--- src/rtl/gf180mcu_osu_sc_12t_clkgate_ctrl.sv ---
// ---------------------------------------------------------------------------
// gf180mcu_osu_sc_12t_clkgate_ctrl
//
// Sequencing controller for the clock-gating tree. It owns the enable pins of
// NREQ gated clock branches (ICG + clkinv/clkbuf) and turns them on and off
// for level-sensitive requesters. Turn-ons are serialized by a round-robin
// arbiter with a minimum spacing between grants, which limits supply di/dt.
// Each branch waits SETTLE cycles after enable before acknowledging, and it
// waits HOLD idle cycles after its request drops before shutting down.
//
// Parameters:
//   NREQ   number of gated branches            (1..16)
//   SETTLE cycles from EN rise to ACK rise     (0..15)
//   HOLD   idle cycles before EN falls         (0..255)
//   GAP    minimum cycles between turn-on grants (1..15)
//
// Ports:
//   CLK   in   free-running controller clock, rising edge
//   RN    in   asynchronous active-low reset
//   TE    in   scan/test enable, forces every EN high
//   REQ   in   [NREQ] per-branch clock request (level, CLK-synchronous)
//   EN    out  [NREQ] per-branch gate enable to the ICG
//   ACK   out  [NREQ] per-branch clock-valid acknowledge
//   BUSY  out  any branch waiting for a grant or settling
// ---------------------------------------------------------------------------
module gf180mcu_osu_sc_12t_clkgate_ctrl #(
  parameter int unsigned NREQ   = 4,
  parameter int unsigned SETTLE = 2,
  parameter int unsigned HOLD   = 8,
  parameter int unsigned GAP    = 1
) (
  input  logic            CLK,
  input  logic            RN,
  input  logic            TE,
  input  logic [NREQ-1:0] REQ,
  output logic [NREQ-1:0] EN,
  output logic [NREQ-1:0] ACK,
  output logic            BUSY
);

  localparam int unsigned CMAX = (SETTLE > HOLD) ? SETTLE : HOLD;
  localparam int unsigned CW   = (CMAX > 0) ? $clog2(CMAX + 1) : 1;
  localparam int unsigned PW   = (NREQ > 1) ? $clog2(NREQ) : 1;
  localparam int unsigned GW   = 4;

  localparam logic [CW-1:0] SETTLE_C = CW'(SETTLE);
  localparam logic [CW-1:0] HOLD_C   = CW'(HOLD);
  localparam logic [GW-1:0] GAP_C    = GW'(GAP - 1);
  localparam logic [PW-1:0] LAST_IDX = PW'(NREQ - 1);

  typedef enum logic [2:0] {
    ST_OFF,
    ST_WAIT,
    ST_SETTLE,
    ST_ON,
    ST_HOLD
  } state_t;

  state_t          state_q [NREQ];
  state_t          state_d [NREQ];
  logic [CW-1:0]   cnt_q   [NREQ];
  logic [CW-1:0]   cnt_d   [NREQ];

  logic [PW-1:0]   ptr_q, ptr_d;
  logic [GW-1:0]   gap_q, gap_d;

  logic [NREQ-1:0] en_q, en_d;
  logic [NREQ-1:0] ack_q, ack_d;
  logic            busy_q, busy_d;

  logic [NREQ-1:0] cand;
  logic [NREQ-1:0] grant;
  logic            grant_any;
  logic [PW-1:0]   grant_idx;
  logic [PW-1:0]   scan_idx;

  // A branch is eligible only while it still requests; a withdrawn request
  // leaves WAIT without consuming an arbiter slot.
  always_comb begin
    cand = '0;
    for (int unsigned i = 0; i < NREQ; i++) begin
      cand[i] = (state_q[i] == ST_WAIT) && REQ[i];
    end
  end

  // Round-robin scan starting at the pointer; first eligible branch wins.
  // Nothing is granted while the spacing counter is still running.
  always_comb begin
    grant     = '0;
    grant_any = 1'b0;
    grant_idx = '0;
    scan_idx  = '0;
    for (int unsigned k = 0; k < NREQ; k++) begin
      scan_idx = PW'((32'(ptr_q) + k) % NREQ);
      if (!grant_any && (gap_q == '0) && cand[scan_idx]) begin
        grant_any = 1'b1;
        grant_idx = scan_idx;
      end
    end
    if (grant_any) begin
      grant[grant_idx] = 1'b1;
    end
  end

  // Pointer and grant-spacing counter.
  always_comb begin
    ptr_d = ptr_q;
    gap_d = gap_q;
    if (grant_any) begin
      ptr_d = (grant_idx == LAST_IDX) ? '0 : grant_idx + 1'b1;
      gap_d = GAP_C;
    end else if (gap_q != '0) begin
      gap_d = gap_q - 1'b1;
    end
  end

  // Per-branch next state and counter.
  always_comb begin
    for (int unsigned i = 0; i < NREQ; i++) begin
      state_d[i] = state_q[i];
      cnt_d[i]   = cnt_q[i];
      unique case (state_q[i])
        ST_OFF: begin
          if (REQ[i]) begin
            state_d[i] = ST_WAIT;
          end
        end
        ST_WAIT: begin
          if (!REQ[i]) begin
            state_d[i] = ST_OFF;
          end else if (grant[i]) begin
            // A grant implies REQ is high, so a zero settle goes straight ON.
            if (SETTLE == 0) begin
              state_d[i] = ST_ON;
            end else begin
              state_d[i] = ST_SETTLE;
              cnt_d[i]   = SETTLE_C;
            end
          end
        end
        ST_SETTLE: begin
          // A request drop does not abort settling; it only picks the exit.
          if (cnt_q[i] <= CW'(1)) begin
            if (REQ[i]) begin
              state_d[i] = ST_ON;
            end else if (HOLD == 0) begin
              state_d[i] = ST_OFF;
            end else begin
              state_d[i] = ST_HOLD;
              cnt_d[i]   = HOLD_C;
            end
          end else begin
            cnt_d[i] = cnt_q[i] - 1'b1;
          end
        end
        ST_ON: begin
          if (!REQ[i]) begin
            if (HOLD == 0) begin
              state_d[i] = ST_OFF;
            end else begin
              state_d[i] = ST_HOLD;
              cnt_d[i]   = HOLD_C;
            end
          end
        end
        ST_HOLD: begin
          // Clock is still running, so a returning request needs no grant.
          if (REQ[i]) begin
            state_d[i] = ST_ON;
          end else if (cnt_q[i] <= CW'(1)) begin
            state_d[i] = ST_OFF;
          end else begin
            cnt_d[i] = cnt_q[i] - 1'b1;
          end
        end
        default: begin
          state_d[i] = ST_OFF;
          cnt_d[i]   = '0;
        end
      endcase
    end
  end

  // Outputs are decoded from the next state and registered, so EN/ACK/BUSY
  // change on the same edge as the state they describe and never glitch.
  always_comb begin
    en_d   = '0;
    ack_d  = '0;
    busy_d = 1'b0;
    for (int unsigned i = 0; i < NREQ; i++) begin
      en_d[i]  = (state_d[i] == ST_SETTLE) || (state_d[i] == ST_ON) ||
                 (state_d[i] == ST_HOLD);
      ack_d[i] = (state_d[i] == ST_ON);
      if ((state_d[i] == ST_WAIT) || (state_d[i] == ST_SETTLE)) begin
        busy_d = 1'b1;
      end
    end
  end

  always_ff @(posedge CLK or negedge RN) begin
    if (!RN) begin
      for (int unsigned i = 0; i < NREQ; i++) begin
        state_q[i] <= ST_OFF;
        cnt_q[i]   <= '0;
      end
      ptr_q  <= '0;
      gap_q  <= '0;
      en_q   <= '0;
      ack_q  <= '0;
      busy_q <= 1'b0;
    end else begin
      for (int unsigned i = 0; i < NREQ; i++) begin
        state_q[i] <= state_d[i];
        cnt_q[i]   <= cnt_d[i];
      end
      ptr_q  <= ptr_d;
      gap_q  <= gap_d;
      en_q   <= en_d;
      ack_q  <= ack_d;
      busy_q <= busy_d;
    end
  end

  // TE is the only combinational path to an output; it bypasses the flops so
  // scan can open every gate regardless of controller state or reset.
  assign EN   = en_q | {NREQ{TE}};
  assign ACK  = ack_q;
  assign BUSY = busy_q;

endmodule

--- config.mk ---
export PLATFORM = sky130hd
export DESIGN_NAME = gf180mcu_osu_sc_12t_clkgate_ctrl
export DESIGN_NICKNAME = d
export VERILOG_FILES = /design/src/rtl/gf180mcu_osu_sc_12t_clkgate_ctrl.sv
export SDC_FILE = /design/constraint.sdc
export NUM_CORES = 1
export LEC_CHECK = 0
export ABC_CLOCK_PERIOD_IN_PS = 3800
export CAP_MARGIN = 20
export CORE_MARGIN = 1
export CORE_UTILIZATION = 60
export CTS_CLUSTER_DIAMETER = 150
export DETAILED_ROUTE_END_ITERATION = 10
export MAX_ROUTING_LAYER = met4
export PLACE_DENSITY = 0.79
export SYNTH_ARGS = -nofsm -noshare
export SYNTH_HDL_FRONTEND = slang
export SYNTH_SLANG_ARGS = --single-unit
--- constraint.sdc ---
create_clock -name CLK -period 3.8 [get_ports CLK]
set_clock_uncertainty 0.05 [all_clocks]
set_input_delay 0.57 -clock CLK [delete_from_list [all_inputs] [get_ports CLK]]
set_output_delay 0.57 -clock CLK [all_outputs]
set_load 0.01 [all_outputs]
==> impl_results.md, run 1 <==
- Vias in the first global route: between 2000 and 3000
- RSZ-0062 raised after global routing: no
- Synth async-reset ratio: 100%
- Worst hold path type: input pin to asynchronous set/reset pin
- Top achievable clock speed: a little under 300 MHz
- Die height: roughly 75 um
- WP data required: 3.93 ns
- Htree depth: 2
- Filler cells: between 400 and 500
- Most frequent cells in the layout: 43 x dfrtp_1, 36 x nor2_1, 35 x o21ai_0
- Worst EP arrival: about 3.5 ns
- Fin. Hold Viols: 0
- DRC Markers: 0
- Total power: 2.81 mW
- Setup CP Type: input pin to flop
- Die Area: 5620 um^2
- Worst skew pair latency: 0.29 ns
- Fin nets: 412
- Fin cells: about 460
- Setup crit end kind: flop
- DR iter-0 viols: about 360
- Pre-CTS WS: approximately 0.13 ns
- Net Count, Synth: 396
- P per Cell Area: 792 nW/um^2
- Most frequent CP cell: or2_2
- Die width: ~75 um
- Synth top area share: 33.7%
- Main flop type after synthesis: dfrtp_1
- Static Leak: roughly 1.5 nW
- CTS buffer count: 5
- PnR worst setup slack: roughly 0.42 ns
- Starting Density: a little over three fifths
- Wirelength, routed: around 7000 um
- Area leader, netlist: dfrtp_1
- Hold Buf Count CTS: 0
- CTS clk-pin slew, worst paths: 0.08 ns
- Worst-path maximum fanout: 5
- Status: finished clean
- Period utilization: roughly nine tenths
- Final setup viols: 0
- CP Buf/Inv Count: 2
- HPWL after detailed placement: around 5200 um
- Final GP Congestion: 0.908
- Fin crit period: 3.38 ns
- Final ANT Viol Nets: 0
- Routed vias: 2885
- Synth top area cells: dfrtp_1 34%, o21ai_0 5.5%, ha_1 5.1%
- Synth Instances: ~380
- First-pass GRT wire length: 11900 um
- FF+latch area: about 1100 um^2
- Worst-Margin Slew: between 1 and 1.5 ns
- Area occupied by multi-input gates: about 1900 um^2
- Sinks on Clock Net: 43
- Post-DR wirelength/cell: around 15 um
- Vias per Instance: about 6.2
- Setup TNS: 0 ns
- Layout cells sized above 1: between 10% and 20%
- CTS tree: done
- Initial DRT Pass Iterations: 5
- CTS max path bufs: 2
- GRT Overall Usage: between 20 and 30%
- Final Hold Slack: approximately 0.21 ns
- CTS resizes: 0
- Post-synth EDFFs: 0
- Crit-path max cell delay: 0.53 ns
- Max rail drop VDD: between 0.4 and 0.5 mV
- Slowest CP cell: mux4_2
- Inst Count DP: ~450
- Yosys cell types: 63
- Crit path cell chain: clkdlybuf4s50_1, and4bb_1, mux4_2, nor3_4, a21oi_1, o21ai_0, inv_1, ha_1, and2_1, o31a_1, or2_2, or2_2
- Ports: 16
- CTS root buf: clkbuf_8
- CORE AREA: a little over 5000 um^2
- Top delay family on crit path: simple AND/OR/NAND/NOR gates
- # Post-CTS Setup Buffers: 0
- Mean post-synth cell area: about 8.5 um^2
- Sequential fraction of the synthesis area: around a third
- Commonest non-fill, non-tap cell in the layout: dfrtp_1
- Fin. max-slew vios: 0
- GRT Residual Overflow: 0
- Number of synthesized register bits: 43
- Number of antenna diodes: 0
- Max-cap violations: 0
- IO buf count: 15
- YS warnings: 0
- Post-Syn Area: roughly 3200 um^2
- Slew headroom: between 20% and 30%
- Antenna violations before repair: 0
- Largest net degree at the start of global routing: 44
- CP startpoint kind: input pin
- Area Growth Syn to Fin: 11.1%
- Rows: 26
==> worst reg2reg max path: stages, from the launching register on <==
cell and delay (ns):
dfrtp_1 0.57, and4bb_1 0.27, mux4_2 0.52, nor3_4 0.28, a21oi_1 0.10, o21ai_0 0.12
inv_1 0.10, ha_1 0.24, and2_1 0.16, o31a_1 0.11, or2_2 0.29, or2_2 0.29
==> cell families after synthesis <==
family	count (synthesis)	synth area share (%)
buffers and inverters	43	6.19
adders and majority gates	13	5.09
muxes	11	4.35
AOI/OAI and AO/OA	125	26.0
DFF	43	33.7
and+or+nand+nor	138	23.9
xor gates and xnor gates	3	0.823
==> metal layers <==
metal  routed length (um)  track usage [%]  share of wire [%]  vias up
li1                     -                -                  -     1409
met1                 3350             39.2                 47     1363
met2                 3360             42.9                 47      103
met3                  371             5.35                5.2       10
met4                   82             8.60                1.1        0
met5                    0                -                  0        -
==> cell type report <==
type	instances	share of cell area, %
multi-input cells	290	54.1
inverters	21	2.22
well taps	70	2.47
clock buffers	8	2.82
flip-flops and latches	43	30.3
repair buffers	31	8.04
==> per-stage QoR <==
step	cell area (um^2)	util [%]
floorplan	3190	-
global placement	3420	67.0
detailed placement	3420	67.0
CTS	3520	68.9
global route	3550	69.5
finish	3550	69.5
==> report_power, final <==
part / internal [mW] / total [mW] / switching (mW)
Clock: 0.166 / 0.324 / 0.157
Sequential: 0.609 / 0.835 / 0.225
Combinational: 0.735 / 1.65 / 0.914
==> cells in the mapped netlist (all sizes together), types with 5 or more instances <==
cell and instances:
inv 21, nand2 24, dfrtp 43, nand2b 9, nor2b 10, o21a 5
a21oi 26, o21ai 36, o31ai 5, clkbuf 12, or2 8, nor3 10
nand3 8, a31oi 9, nor4 7, a21o 6, ha 13, nor2 36
mux2i 6, buf 10
==> path summary, 6_finish.rpt <==
kind | cells after the start | slack (ns) | end | start
max | 12 | 0.42 | en_q[0] | REQ[0]
min | 1 | 0.21 | cnt_q[6] | RN
max reg2reg | 11 | 0.60 | en_q[0] | state_q[8]
min reg2reg | 1 | 0.47 | cnt_q[10] | cnt_q[10]
max in group asynchronous | 2 | 3.00 | cnt_q[13] | RN
min in group CLK | 1 | 0.47 | cnt_q[10] | cnt_q[10]
==> flip-flops by register name, indices dropped and copies added, names as in the netlist <==
signal	cells
ACK	4
BUSY	1
cnt_q	16
en_q	4
gap_q	4
ptr_q	2
state_q	12
Note: power is estimated with default switching activity, not from simulation.
==> run 2, diff against run 1 <==
--- a/config.mk
+++ b/config.mk
@@ -7,7 +7,7 @@
 export LEC_CHECK = 0
 export ABC_CLOCK_PERIOD_IN_PS = 3800
 export CAP_MARGIN = 20
-export CORE_MARGIN = 1
+export CORE_MARGIN = 2
 export CORE_UTILIZATION = 60
 export CTS_CLUSTER_DIAMETER = 150
 export DETAILED_ROUTE_END_ITERATION = 10
==> impl_results.md, run 2 (synthesized netlist as in run 1, its figures left out) <==
- Status: finished clean
- Most frequent CP cell: or2_2
- Starting Density: a little over three fifths
- Worst hold path type: input pin to asynchronous set/reset pin
- Vias per Instance: roughly 6.4
- Final Util: between 60 and 70%
- CTS buffer count: 5
- CP startpoint kind: input pin
- CP Buf/Inv Count: 2
- GRT Residual Overflow: 0
- PnR worst setup slack: 0.429 ns
- Layout cells sized above 1: roughly 11%
- Die Area: about 5900 um^2
- Pre-CTS WS: 0.134 ns
- Worst EP arrival: between 3 and 4 ns
- FF+latch area: about 1100 um^2
- Setup crit end kind: flop
- Routed vias: 2955
- Sinks on Clock Net: between 40 and 50
- CTS resizes: 0
- Most frequent cells in the layout: 43 x dfrtp_1, 36 x nor2_1, 35 x o21ai_0
- CTS max path bufs: 2
- P per Cell Area: around 790 nW/um^2
- Vias in the first global route: roughly 2700
- Slew headroom: a little under a third
- HPWL after detailed placement: between 5000 and 6000 um
- Max-cap violations: 0
- Final ANT Viol Nets: 0
- Setup TNS: 0 ns
- Worst skew pair latency: ~0.30 ns
- Hold Buf Count CTS: 0
- Wirelength, routed: around 7300 um
- Fin. max-slew vios: 0
- Max FFs per register: 16
- Initial DRT Pass Iterations: 5
- DR iter-0 viols: 236
- Antenna violations before repair: 0
- Final Hold Slack: between 0.15 and 0.2 ns
- CORE AREA: a little over 5000 um^2
- Setup CP Type: input pin to flop
- Die width: between 70 and 80 um
- Die height: between 70 and 80 um
- Final setup viols: 0
- Final GP Congestion: around 0.91
- CTS tree: done
- CTS clk-pin slew, worst paths: about 0.08 ns
- Slowest CP cell: mux4_2
- RSZ-0062 raised after global routing: no
- # Post-CTS Setup Buffers: 0
- Rows: 26
- Commonest non-fill, non-tap cell in the layout: dfrtp_1
- Fin crit period: ~3.4 ns
- Worst-path maximum fanout: 5
- First-pass GRT wire length: approximately 12000 um
- Top flop regs: cnt_q (16), state_q (12)
- IO buf count: 15
- Worst-Margin Slew: ~1.0 ns
- Htree depth: 2
- Period utilization: 88.7%
- DRC Markers: 0
- Top delay family on crit path: simple AND/OR/NAND/NOR gates
- Crit-path max cell delay: between 0.5 and 0.6 ns
- Post-DR wirelength/cell: roughly 16 um
- Top reg by flops: cnt_q
- CTS root buf: clkbuf_8
- Top achievable clock speed: ~300 MHz
- Area occupied by multi-input gates: ~1900 um^2
- Fin nets: between 400 and 500
- Filler cells: between 400 and 500
- Crit path cell chain: clkdlybuf4s50_1, and4bb_1, mux4_2, nor3_4, a21oi_1, o21ai_0, inv_1, ha_1, and2_1, o31a_1, or2_2, or2_2
- Max rail drop VDD: roughly 0.41 mV
- GRT Overall Usage: roughly a quarter
- Largest net degree at the start of global routing: 44
- WP data required: just under 4 ns
- Static Leak: between 1.5 and 2 nW
- Number of antenna diodes: 0
- Ports: 16
- Fin. Hold Viols: 0
- Area Growth Syn to Fin: 10.5%
## run 2: cell types whose count changed in the layout (fill, tap and decap cells not counted)
cell,before,now
clkbuf_8,7,6
clkinv_2,0,1
buf_4,15,14
clkbuf_1,1,0
## run 2: area by class of cell
class | count | share of cell area (%)
clock buffers | 6 | 2.34
clock inverters | 1 | 0.142
inverters | 21 | 2.23
multi-input cells | 290 | 54.4
flip-flops and latches | 43 | 30.5
well taps | 70 | 2.48
repair buffers | 30 | 7.88
## run 2: final timing paths
| check | startpoint | end | slack, ns | depth (start not counted) |
|---|---|---|---|---|
| hold / removal | RN | cnt_q[6] | 0.20 | 1 |
| max in group asynchronous | RN | cnt_q[10] | 3.01 | 2 |
| setup reg to reg | state_q[5] | en_q[0] | 0.50 | 11 |
| hold reg to reg | cnt_q[10] | cnt_q[10] | 0.49 | 1 |
| setup / recovery | REQ[2] | en_q[0] | 0.43 | 12 |
| min in group CLK | cnt_q[10] | cnt_q[10] | 0.49 | 1 |
## run 2: worst reg2reg max path, cell delays in order, from the launching register on
cell	delay [ns]
dfrtp_1	0.66
and4bb_1	0.28
mux4_2	0.52
nor3_4	0.26
a21oi_1	0.10
o21ai_0	0.13
inv_1	0.10
ha_1	0.24
and2_1	0.16
o31a_1	0.11
or2_2	0.28
or2_2	0.30
## run 2: stage by stage
step	instance area, um^2	cells	power [mW]
global placement	3410	453	2.40
CTS	3500	460	2.76
detailed placement	3410	453	2.45
finish	3530	461	2.79
global route	3530	461	3.02
floorplan	3190	376	2.06
## run 2: power by group
group	internal [mW]	switching, mW	total, mW
Combinational	0.736	0.907	1.64
Clock	0.143	0.155	0.298
Sequential	0.609	0.236	0.845
## run 2: metal layers
layer | GRT usage, % | part of all wire (%) | wire length [um]
met1 | 36.5 | 45 | 3320
met3 | 4.71 | 6.2 | 452
met2 | 39.3 | 46 | 3380
met5 | - | 0 | 0
met4 | 10.9 | 2.4 | 178
